File: config.mk
export PLATFORM = sky130hd
export DESIGN_NAME = morphle_wb_loader
export DESIGN_NICKNAME = d
export VERILOG_FILES = /design/src/rtl/morphle_wb_loader.sv
export SDC_FILE = /design/constraint.sdc
export NUM_CORES = 1
export LEC_CHECK = 0
export CAP_MARGIN = 20
export CORE_MARGIN = 10
export CORE_UTILIZATION = 30
export CTS_CLUSTER_SIZE = 24
export DETAILED_ROUTE_END_ITERATION = 8
export HOLD_SLACK_MARGIN = 0.05
export PLACE_DENSITY = 0.51
export SETUP_SLACK_MARGIN = 0.5
export SLEW_MARGIN = 20
export SYNTH_ARGS = -nofsm -noshare
export SYNTH_HDL_FRONTEND = slang
export SYNTH_SLANG_ARGS = --single-unit
File: constraint.sdc
create_clock -name wb_clk_i -period 3.5 [get_ports wb_clk_i]
set_input_delay 0.525 -clock wb_clk_i [delete_from_list [all_inputs] [get_ports wb_clk_i]]
set_output_delay 0.525 -clock wb_clk_i [all_outputs]
set_load 0.02 [all_outputs]
File: src/rtl/morphle_wb_loader.sv
// morphle_wb_loader
// Wishbone slave that loads and exercises one Morphle Logic yblock.
// Configuration words written to CBITS are queued in a small FIFO and
// shifted into the block's cbitin/confclk chain by a paced sequencer
// (IDLE -> SETUP -> HIGH -> HOLD, CLKDIV cycles per phase).
// Block reset and uin are register-driven; uout and cbitout are readable.
//
// Optional feature macro: MORPHLE_UOUT_SYNC_EN
//   defined   : uout/cbitout pass through a 2-flop synchronizer before readback
//   undefined : uout/cbitout are captured directly on the acking edge
//
// Wishbone handshake: an access is valid when cyc & stb. ack is registered as
// valid & !ack, so every access acks one cycle after it is presented, acks are
// never back-to-back, and writes/read data take effect on the acking edge.
//
// Ports:
//   wb_clk_i, wb_rst_i       clock, synchronous active-high reset
//   wbs_*                    Wishbone slave (adr[4:2] decoded)
//   blk_reset                yblock reset (CTRL.BRST, 1 after reset)
//   confclk, cbitin          yblock configuration chain
//   uin                      yblock stimulus (UIN register)
//   uout, cbitout            yblock outputs (readable)
//
// Register map (adr[4:2]):
//   0 CTRL    bit0 BRST, bit1 write-1 clears CNT/OVF (reads 0)
//   1 STATUS  bit0 BUSY, bit1 FULL, bit2 EMPTY, bit3 OVF, bit4 DONE, [15:8] CNT
//   2 CBITS   push configuration word (reads 0)
//   3 UIN     4 UOUT    5 CBITOUT    6,7 read 0
module morphle_wb_loader #(
  parameter int BLOCKWIDTH  = 16,
  parameter int BLOCKHEIGHT = 16,
  parameter int CLKDIV      = 2,
  parameter int FIFO_DEPTH  = 4
) (
  input  logic                    wb_clk_i,
  input  logic                    wb_rst_i,
  input  logic                    wbs_stb_i,
  input  logic                    wbs_cyc_i,
  input  logic                    wbs_we_i,
  input  logic [3:0]              wbs_sel_i,
  input  logic [31:0]             wbs_adr_i,
  input  logic [31:0]             wbs_dat_i,
  output logic                    wbs_ack_o,
  output logic [31:0]             wbs_dat_o,
  output logic                    blk_reset,
  output logic                    confclk,
  output logic [BLOCKWIDTH-1:0]   cbitin,
  output logic [2*BLOCKWIDTH-1:0] uin,
  input  logic [2*BLOCKWIDTH-1:0] uout,
  input  logic [BLOCKWIDTH-1:0]   cbitout
);

  localparam int UW = 2 * BLOCKWIDTH;
  localparam int AW = $clog2(FIFO_DEPTH);

  localparam logic [1:0] S_IDLE  = 2'd0;
  localparam logic [1:0] S_SETUP = 2'd1;
  localparam logic [1:0] S_HIGH  = 2'd2;
  localparam logic [1:0] S_HOLD  = 2'd3;

  // Bus decode
  logic       valid, access, wr_en;
  logic [2:0] reg_sel;
  logic       ctrl_wr, cnt_clr, push_req;

  assign valid    = wbs_cyc_i & wbs_stb_i;
  assign access   = valid & ~wbs_ack_o;
  assign wr_en    = access & wbs_we_i & (wbs_sel_i != 4'b0000);
  assign reg_sel  = wbs_adr_i[4:2];
  assign ctrl_wr  = wr_en & (reg_sel == 3'd0);
  assign cnt_clr  = ctrl_wr & wbs_dat_i[1];
  assign push_req = wr_en & (reg_sel == 3'd2);

  logic unused_bits;
  assign unused_bits = ^{wbs_adr_i[31:5], wbs_adr_i[1:0], wbs_dat_i};

  // Configuration-word FIFO
  logic [BLOCKWIDTH-1:0] mem [FIFO_DEPTH];
  logic [AW-1:0]         wr_ptr, rd_ptr;
  logic [AW:0]           fill;
  logic                  full, empty, push, pop, overflow;

  logic [1:0] state;
  logic [7:0] div;
  logic       phase_end;
  logic [7:0] cnt;
  logic       ovf;

  assign full  = (fill == (AW+1)'(FIFO_DEPTH));
  assign empty = (fill == '0);
  assign pop   = (state == S_IDLE) & ~empty & ~blk_reset;
  // A pop on the same edge frees a slot, so a write to a full FIFO still lands.
  assign push     = push_req & (~full | pop);
  assign overflow = push_req & full & ~pop;

  always_ff @(posedge wb_clk_i) begin
    if (push) mem[wr_ptr] <= wbs_dat_i[BLOCKWIDTH-1:0];
  end

  always_ff @(posedge wb_clk_i) begin
    if (wb_rst_i) begin
      wr_ptr <= '0;
      rd_ptr <= '0;
      fill   <= '0;
    end else begin
      if (push) wr_ptr <= wr_ptr + 1'b1;
      if (pop)  rd_ptr <= rd_ptr + 1'b1;
      case ({push, pop})
        2'b10:   fill <= fill + 1'b1;
        2'b01:   fill <= fill - 1'b1;
        default: fill <= fill;
      endcase
    end
  end

  // Sequencer: each phase lasts CLKDIV cycles; div counts within a phase.
  assign phase_end = (div == 8'(CLKDIV - 1));

  always_ff @(posedge wb_clk_i) begin
    if (wb_rst_i) begin
      state   <= S_IDLE;
      div     <= '0;
      confclk <= 1'b0;
      cbitin  <= '0;
    end else begin
      case (state)
        S_IDLE: begin
          if (pop) begin
            cbitin <= mem[rd_ptr];
            state  <= S_SETUP;
            div    <= '0;
          end
        end
        S_SETUP: begin
          if (phase_end) begin
            state   <= S_HIGH;
            confclk <= 1'b1;
            div     <= '0;
          end else div <= div + 1'b1;
        end
        S_HIGH: begin
          if (phase_end) begin
            state   <= S_HOLD;
            confclk <= 1'b0;
            div     <= '0;
          end else div <= div + 1'b1;
        end
        default: begin
          if (phase_end) begin
            state <= S_IDLE;
            div   <= '0;
          end else div <= div + 1'b1;
        end
      endcase
    end
  end

  // Word counter and sticky overflow; a software clear beats a same-edge increment.
  always_ff @(posedge wb_clk_i) begin
    if (wb_rst_i) begin
      cnt <= '0;
      ovf <= 1'b0;
    end else begin
      if (cnt_clr) cnt <= '0;
      else if ((state == S_HOLD) && phase_end) cnt <= cnt + 1'b1;
      if (cnt_clr) ovf <= 1'b0;
      else if (overflow) ovf <= 1'b1;
    end
  end

  // Control and stimulus registers
  always_ff @(posedge wb_clk_i) begin
    if (wb_rst_i) begin
      blk_reset <= 1'b1;
      uin       <= '0;
    end else begin
      if (ctrl_wr) blk_reset <= wbs_dat_i[0];
      if (wr_en && (reg_sel == 3'd3)) uin <= wbs_dat_i[UW-1:0];
    end
  end

  // Readback path for block outputs
  logic [UW-1:0]         uout_s;
  logic [BLOCKWIDTH-1:0] cbitout_s;

`ifdef MORPHLE_UOUT_SYNC_EN
  logic [UW-1:0]         uout_m;
  logic [BLOCKWIDTH-1:0] cbitout_m;

  always_ff @(posedge wb_clk_i) begin
    if (wb_rst_i) begin
      uout_m    <= '0;
      uout_s    <= '0;
      cbitout_m <= '0;
      cbitout_s <= '0;
    end else begin
      uout_m    <= uout;
      uout_s    <= uout_m;
      cbitout_m <= cbitout;
      cbitout_s <= cbitout_m;
    end
  end
`else
  assign uout_s    = uout;
  assign cbitout_s = cbitout;
`endif

  // Read mux and Wishbone response
  logic        busy, done;
  logic [31:0] status, rdata;

  assign busy   = (state != S_IDLE) | ~empty;
  assign done   = ({24'b0, cnt} >= 32'(BLOCKHEIGHT));
  assign status = {16'b0, cnt, 3'b0, done, ovf, empty, full, busy};

  always_comb begin
    rdata = '0;
    case (reg_sel)
      3'd0:    rdata[0] = blk_reset;
      3'd1:    rdata = status;
      3'd3:    rdata[UW-1:0] = uin;
      3'd4:    rdata[UW-1:0] = uout_s;
      3'd5:    rdata[BLOCKWIDTH-1:0] = cbitout_s;
      default: rdata = '0;
    endcase
  end

  always_ff @(posedge wb_clk_i) begin
    if (wb_rst_i) begin
      wbs_ack_o <= 1'b0;
      wbs_dat_o <= '0;
    end else begin
      wbs_ack_o <= valid & ~wbs_ack_o;
      if (access) wbs_dat_o <= rdata;
    end
  end

endmodule
==> metrics.cfg, run 1 <==
[layout]
postLayoutCoreUtil = 0.417
drive_gt1_frac = 0.104
mostFrequentLayoutCell = clkdlybuf4s50_1
design_area_sq_mm = 0.0101
nets = 940
nFillCells = 2276
final_cell_mix = clkdlybuf4s50_1 (173), dfxtp_1 (109), nor2_1 (70)
area_growth_pct = 37.7
antenna_cells = 0

[route]
routed_wl_um = 22300
drcViolationCount = 0
via_count = 5662
drt-wirelength-per-cell_um = 19.5
drt_iter0_drc = 305
drtAntennaViolNets = 0
drt_first_pass_iters = 5
via_per_inst = 4.95

[pwr]
power_density_mw_per_mm2 = 438
ir_worst_vdd_uv = 265
leakage_nw = 3.32

[cts]
cts_root_buffer = clkbuf_16
ctsHoldBuffers = 0
cts.repair.resized = 0
cts_num_sinks = 173
clk_latency_ns = 0.43
cts_buffers = 17
cts_buffer_depth = 2
path_clk_slew_ns = 0.07
cts_tree = built
htreeDepth = 4
post-cts-setup-buffers = 0

[critical_path]
worst_ep_required_time_ns = 3.82
arrival_ns = 2.82
worstSetupStartpointType = primary input
worst-path-buf-inv = 1
cpPeakStageDelay_ns = 0.44
crit_slowest_cell = clkdlybuf4s50_1
criticalPathCategory = primary input to flip-flop
end_kind = flip-flop
path_cells = clkdlybuf4s50_1 -> o41ai_4 -> nor3_2 -> nand2b_1 -> fa_1 -> a211o_1 -> mux2i_1 -> mux2_2
cpLargestDelayFamily = compound AO/OA/AOI/OAI gates
cp_max_fo = 4

[synth]
yosysTopAreaCell = dfxtp_1
yosysSeqAreaShare = 0.560
synthCells = 632
synth.avg_cell_area_sq_um = 11.6
ys_warn_count = 0
synthesis.area_sq_mm = 0.00732
synth_top_cell_area_share = 0.298
ys_ff_latch = 173
async_flop_share = 0
synth_area_leaders = dfxtp_1 (30%), edfxtp_1 (26%), mux2i_1 (6.7%)
synth_flop_cell = dfxtp_1
synth_edf_count = 64
syn-num-nets = 766
ys_types = 59

[die]
coreArea_sq_mm = 0.0242
die_y_um = 176
dieArea_sq_mm = 0.0311
start_util = 0.303
num_io_pins = 204
rows = 57
die_w_um = 176

[global_routing]
grt_max_degree = 66
antenna_found_initial = 1
grt_pass1_wl_um = 34600
grt-ovfl-total = 0
grt_usage = 0.144
grt_pass1_vias = 5980

[sta]
worst_slack_ns = 0.995
fin_skew_ns = 0.00940
min_period_over_period = 0.716
fin_setup_tns_ns = 0
hold_viol = 0
fmax_mhz = 399
fin_crit_ns = 2.51
drv_slew = 0
worst_slew_pin_slew_ns = 0.878
setup_viol = 0
maxSlewHeadroom = 0.414
rsz0062_at_grt = false

[placed_design]
globalplace.congestion = 0.801
hpwl_um = 16500
place_area_sq_mm = 0.00946
numPortBuffers = 174
dp_slack_ns = 0.531

[worst_hold_path]
hold_path.class = flip-flop to flip-flop

[job]
max_cap_violations = 0

[run_status]
status = finished clean

==> stage by stage <==
step | std cells | hold WS [ns] | power (W)
finish | 1143 | 0.453 | 0.00442
CTS | 1143 | 0.457 | 0.00448
detailed placement | 1111 | 0.447 | 0.00249
global route | 1143 | 0.475 | 0.00458
global placement | 1111 | 0.444 | 0.00249
floorplan | 632 | 0.436 | 0.00229
==> worst register-to-register path, cell delays in order, from the launching register on <==
cell and delay [ns]:
dfxtp_1 0.33, inv_1 0.11, ha_1 0.18, nand2b_1 0.21, nor2_1 0.21, nand2b_1 0.09
fa_1 0.39, a211o_1 0.24, mux2i_1 0.15, mux2_2 0.35
==> state kept, by name, summed over array words and instances, names as in the netlist <==
| signal | cells |
|---|---|
| blk_reset | 1 |
| cbitin | 16 |
| cnt | 8 |
| confclk | 1 |
| div | 8 |
| fill | 3 |
| mem | 64 |
| ovf | 1 |
| rd_ptr | 2 |
| state | 2 |
| uin | 32 |
| wbs_ack_o | 1 |
| wbs_dat_o | 32 |
| wr_ptr | 2 |
==> layer usage <==
metal | vias up | wire length [um] | track usage | part of all wire
li1 | 2695 | - | - | -
met4 | 2 | 289 | 0.0389 | 0.013
met5 | - | 12 | 0 | 0.00054
met2 | 153 | 11000 | 0.245 | 0.49
met3 | 18 | 1570 | 0.0493 | 0.070
met1 | 2794 | 9390 | 0.169 | 0.42
==> kinds of logic after synthesis <==
group           synth area share
mux                        0.122
flops                      0.560
fa+ha+maj                 0.0232
xor+xnor                 0.00718
buf+inv                   0.0280
simple gates               0.139
compound gates             0.120
==> worst paths after layout <==
check / from / to / slack, ns / depth (start not counted)
max: wbs_sel_i[1] / fill[2] / 0.99 / 8
min: cbitin[6] / cbitin[6] / 0.45 / 2
max reg2reg: state[0] / fill[2] / 1.13 / 9
min reg2reg: cbitin[6] / cbitin[6] / 0.45 / 2
==> power by group <==
part	total, W	internal, W	switching (W)
clock	0.00198	0.00109	0.000882
sequential	0.00211	0.00210	0.0000122
combinational	0.000331	0.000168	0.000162
total	0.00442	0.00336	0.00106
==> cell type report <==
class,instances,area (sq um),area share
Tap cell,324,405,0.0402
Sequential cell,173,4100,0.407
Timing Repair Buffer,194,1890,0.187
Multi-Input combinational cell,409,3020,0.300
Clock inverter,15,198,0.0196
Clock buffer,17,425,0.0422
Inverter,11,41.3,0.00409
==> synthesized netlist by cell type, types with 3 or more instances <==
cell       count
mux2i_1       49
clkbuf_1      29
nand3_1        8
nand2b_1       7
and2_0         3
a211oi_1       5
a311oi_1       4
xor2_1         3
o21ai_0        7
and2_1         5
and3_1         5
ha_1          12
a22oi_1       10
a21oi_1       31
o2bb2ai_1     18
mux2_2         4
buf_4          3
inv_1         11
a221oi_1      16
mux4_2        16
nor3b_1        3
or4_1          3
or3_1          3
buf_2          5
edfxtp_1      64
nor2b_1        5
nand3b_1       9
o31ai_1        3
dfxtp_1      109
nor3_1        21
nor2_1        72
nand2_1       47
xnor2_1        3
a21boi_0       3
Power figures use the tool's default switching activity.
==> inputs of run 2 (changes only) <==
clock period = 2.4 ns   (was 3.5 ns; I/O delays follow)
==> run 2 against run 1 <==
Sequential power up 46%. Worst setup slack worse by 0.63 ns. Flip-flop and latch count did not move. Non-clock buffer count increased by 25.
==> metrics.cfg, run 2 (synthesis results as in run 1) <==
[route]
via_count = 5804
drt_iter0_drc = 247
routed_wl_um = 23800
via_per_inst = 4.96
drt-wirelength-per-cell_um = 20.3
drtAntennaViolNets = 0
drcViolationCount = 0
drt_first_pass_iters = 5

[die]
coreArea_sq_mm = 0.0242
start_util = 0.303
die_w_um = 176
dieArea_sq_mm = 0.0311
die_y_um = 176
rows = 57
num_io_pins = 204

[sta]
fin_skew_ns = 0.0160
min_period_over_period = 0.849
hold_viol = 0
fin_crit_ns = 2.04
worst_slack_ns = 0.363
setup_viol = 0
fmax_mhz = 491
maxSlewHeadroom = 0.422
hold_ws_ns = 0.450
rsz0062_at_grt = true
drv_slew = 0
fin_setup_tns_ns = 0
worst_slew_pin_slew_ns = 0.864

[critical_path]
worst_ep_required_time_ns = 2.71
worstSetupStartpointType = flip-flop
cp_max_fo = 3
criticalPathCategory = flip-flop to flip-flop
end_kind = flip-flop
arrival_ns = 2.35

[placed_design]
globalplace.congestion = 0.800
numPortBuffers = 174
hpwl_um = 16800
placed_cells = 1125
dp_slack_ns = -0.230
place_area_sq_mm = 0.00961

[layout]
nFillCells = 2246
largest_reg_flops = 64
max_flop_register = mem
nets = 968
final_cell_mix = clkdlybuf4s50_1 (160), dfxtp_1 (102), nor2_1 (70)
antenna_cells = 0
largestRegisters = mem (64), uin (32), wbs_dat_o (32)
area_growth_pct = 43.1
design_area_sq_mm = 0.0105
mostFrequentLayoutCell = clkdlybuf4s50_1
drive_gt1_frac = 0.162
final_cells = 1171

[cts]
path_clk_slew_ns = 0.08
cts_num_sinks = 173
cts_root_buffer = clkbuf_16
htreeDepth = 4
clk_latency_ns = 0.43
cts_buffers = 17
cts_buffer_depth = 2
cts_tree = built

[pwr]
ir_worst_vdd_uv = 396
seqPwrFrac = 0.486
switching_share = 0.254
comb_power_share = 0.079
power.switching_w = 0.00161
internal_power_w = 0.00473
power_frac_clock = 0.435
power_density_mw_per_mm2 = 605
leakage_nw = 3.59

[global_routing]
antenna_found_initial = 0
grt-ovfl-total = 0
grt_pass1_vias = 6145
grt_usage = 0.152
grt_max_degree = 65
grt_pass1_wl_um = 36700

[job]
max_cap_violations = 0

[worst_hold_path]
hold_path.class = primary input to flip-flop

[run_status]
status = finished clean

## run 2: cell type report
cell class	count	area, sq um	area share
clock buffers	18	429	0.0410
flip-flops and latches	173	4110	0.392
multi-input cells	412	3140	0.300
well taps	324	405	0.0387
clock inverters	14	166	0.0159
repair buffers	219	2180	0.208
inverters	11	41.3	0.00394
## run 2: metal layers
layer / wire (um) / GRT usage / up-vias
li1: - / - / 2747
met1: 9880 / 0.179 / 2877
met2: 12100 / 0.265 / 158
met3: 1470 / 0.0457 / 22
met4: 333 / 0.0403 / 0
met5: 0 / 0 / -
## run 2: through the flow
step                      utilization  power [W]
final                           0.433    0.00634
after global placement          0.397    0.00365
after global routing            0.433    0.00657
after detailed placement        0.397    0.00365
after floorplan                     -    0.00334
after CTS                       0.431    0.00641
## run 2: path summary, 6_finish.rpt
path / startpoint / endpoint / slack (ns) / depth (start not counted)
min reg2reg: cbitin[15] / cbitin[15] / 0.45 / 2
max: state[0] / fill[2] / 0.36 / 9
max reg2reg: state[0] / fill[2] / 0.36 / 9
min: wb_rst_i / uin[26] / 0.45 / 2
## run 2: worst max-delay path: stages, from the launching register on
cell and delay, ns:
dfxtp_2 0.34, inv_2 0.07, ha_4 0.14, nand2b_4 0.07, nor2_4 0.15, nand2b_4 0.06
fa_2 0.33, a211o_1 0.24, mux2i_1 0.18, mux2_2 0.35
## run 2: repair_timing
| item | in CTS | in global routing |
|---|---|---|
| setup endpoints to repair | 118 | 92 |
| resized for setup | 29 | 20 |
| cloned | 4 | 0 |
| pin swaps | 8 | 7 |
| setup buffers | 10 | 0 |
| hold buffers | 0 | 0 |
## run 2: power groups by stage
stage          registers, W  clock network, W  logic, W
6_report            0.00308           0.00276  0.000504
5_1_grt             0.00309           0.00295  0.000541
4_1_cts             0.00308           0.00282  0.000508
3_5_place_dp        0.00315                 0  0.000501
3_3_place_gp        0.00315                 0  0.000497
2_1_floorplan       0.00318                 0  0.000159
==> inputs of run 3 (changes only) <==
clock period = 1.9 ns   (was 2.4 ns; I/O delays follow)
==> run 3 against run 2 <==
The run now ends with negative setup slack left. Combinational power rose by 53%. Clock power rose by 26%. Via count rose by 2.9%. Clock skew rose by 0.0023 ns. Register-to-register slack got worse by 0.43 ns. Cell count rose by 4.0%. Critical path type unchanged. Largest power group unchanged.
==> metrics.cfg, run 3 (synthesis results as in run 1) <==
[pwr]
switching_share = 0.257
power.total_w = 0.00814
power_density_mw_per_mm2 = 708
leakage_nw = 4.11
comb_power_share = 0.095
power.switching_w = 0.00209
power_frac_clock = 0.427
ir_worst_vdd_uv = 462
seqPwrFrac = 0.478
internal_power_w = 0.00604

[cts]
cts_buffer_depth = 2
cts_tree = built
htreeDepth = 4
cts_buffers = 17
cts_num_sinks = 173
cts_root_buffer = clkbuf_16
clk_latency_ns = 0.44
path_clk_slew_ns = 0.07
ctsHoldBuffers = 0

[die]
coreArea_sq_mm = 0.0242
num_io_pins = 204
die_w_um = 176
die_y_um = 176
rows = 57
dieArea_sq_mm = 0.0311
start_util = 0.303

[layout]
postLayoutCoreUtil = 0.475
largest_reg_flops = 64
drive_gt1_frac = 0.412
largestRegisters = mem (64), uin (32), wbs_dat_o (32)
mostFrequentLayoutCell = dfxtp_1
max_flop_register = mem
final_cell_mix = dfxtp_1 (89), clkdlybuf4s50_1 (83), nor2_1 (66)
area_growth_pct = 56.9
nets = 1014

[global_routing]
grt_max_degree = 48
grt-ovfl-total = 0
grt_pass1_vias = 6236
grt_usage = 0.157
grt_pass1_wl_um = 37500
antenna_found_initial = 2

[sta]
fmax_mhz = 508
fin_skew_ns = 0.0183
setup_viol = 1
fin_setup_tns_ns = -0.0672
worst_slew_pin_slew_ns = 0.971
min_period_over_period = 1.04
maxSlewHeadroom = 0.350
worst_slack_ns = -0.0672
rsz0062_at_grt = true
drv_slew = 0
hold_viol = 0
fin_crit_ns = 1.97

[critical_path]
worst_ep_required_time_ns = 2.23
worstSetupStartpointType = flip-flop
end_kind = flip-flop
worst-r2r-cell-count = 9
cp_max_fo = 2
arrival_ns = 2.29
criticalPathCategory = flip-flop to flip-flop

[route]
top_layer_used = met5
routed_wl_um = 25000
wl_met2_um = 12100
via_per_inst = 4.90
drcViolationCount = 0
drt-met1-wl_um = 10100
drtAntennaViolNets = 0
drt_iter0_drc = 293
drt-wirelength-per-cell_um = 20.5
drt_first_pass_iters = 4
via_count = 5970
met3_length_um = 2460

[worst_hold_path]
holdPathStages = 2
hold_path.class = primary input to flip-flop

[run_status]
violations = negative setup slack
status = finished, violations left

[placed_design]
globalplace.congestion = 0.817
numPortBuffers = 174
hpwl_um = 17200

[job]
max_cap_violations = 0

[run 3: cell count changes in the layout (fill, tap and decap cells not counted), sizes merged]
cell,delta
clkdlybuf4s50,-77
dlymetal6s2s,-6
dlygate4sd2,-2
nand2b,+1
clkbuf,+20
clkinv,+1
inv,-1
buf,+81
and2,+1
clkdlybuf4s15,+28
diode,+1
[run 3: area by class of cell]
| class | count | area, sq um |
|---|---|---|
| Clock inverter | 14 | 150 |
| Multi-Input combinational cell | 414 | 3810 |
| Sequential cell | 173 | 4130 |
| Antenna cell | 1 | 2.50 |
| Clock buffer | 18 | 439 |
| Inverter | 11 | 41.3 |
| Timing Repair Buffer | 263 | 2510 |
| Tap cell | 324 | 405 |
| Fill cell | 2204 | 12700 |
[run 3: metal layers]
layer / global-route usage / vias to the layer above
met5: 0 / -
met4: 0.0420 / 2
met3: 0.0651 / 20
met2: 0.258 / 195
met1: 0.186 / 2905
li1: - / 2848
[run 3: worst max-delay path: stages (launching register included)]
cell and delay, ns:
dfxtp_2 0.33, inv_2 0.07, ha_4 0.16, nand2b_4 0.07, nor2_4 0.12, nand2b_4 0.06
fa_2 0.33, a211o_1 0.23, mux2i_1 0.16, mux2_2 0.34
[run 3: final timing paths]
kind	start	endpoint	slack, ns
max reg2reg	state[1]	fill[2]	-0.07
min reg2reg	cbitin[2]	cbitin[2]	0.46
min	wb_rst_i	div[1]	0.32
max	state[1]	fill[2]	-0.07
[run 3: power by group through the flow]
stage          combinational, W  clock (W)  sequential, W
3_3_place_gp           0.000647          0        0.00398
2_1_floorplan          0.000208          0        0.00401
6_report               0.000771    0.00347        0.00389
3_5_place_dp           0.000654          0        0.00398
4_1_cts                0.000722    0.00355        0.00389
5_1_grt                0.000821    0.00375        0.00390
[run 3: stage by stage]
stage,instances,hold slack (ns),worst slack [ns],area [sq um]
2_1_floorplan,632,0.384,-0.335,7480
3_3_place_gp,1136,0.444,-0.704,9810
3_5_place_dp,1136,0.450,-0.731,9810
4_1_cts,1202,0.313,-0.0511,11100
5_1_grt,1217,0.330,-0.162,11500
6_report,1218,0.319,-0.0672,11500
[run 3: what timing repair did]
action                                  4_1_cts  5_1_grt
setup buffers                                25       12
cloned                                        9        3
endpoints found under the setup margin      253      209
gates resized for setup                     387      120
pin swaps                                    41       37
endpoints found under the hold margin         0        0
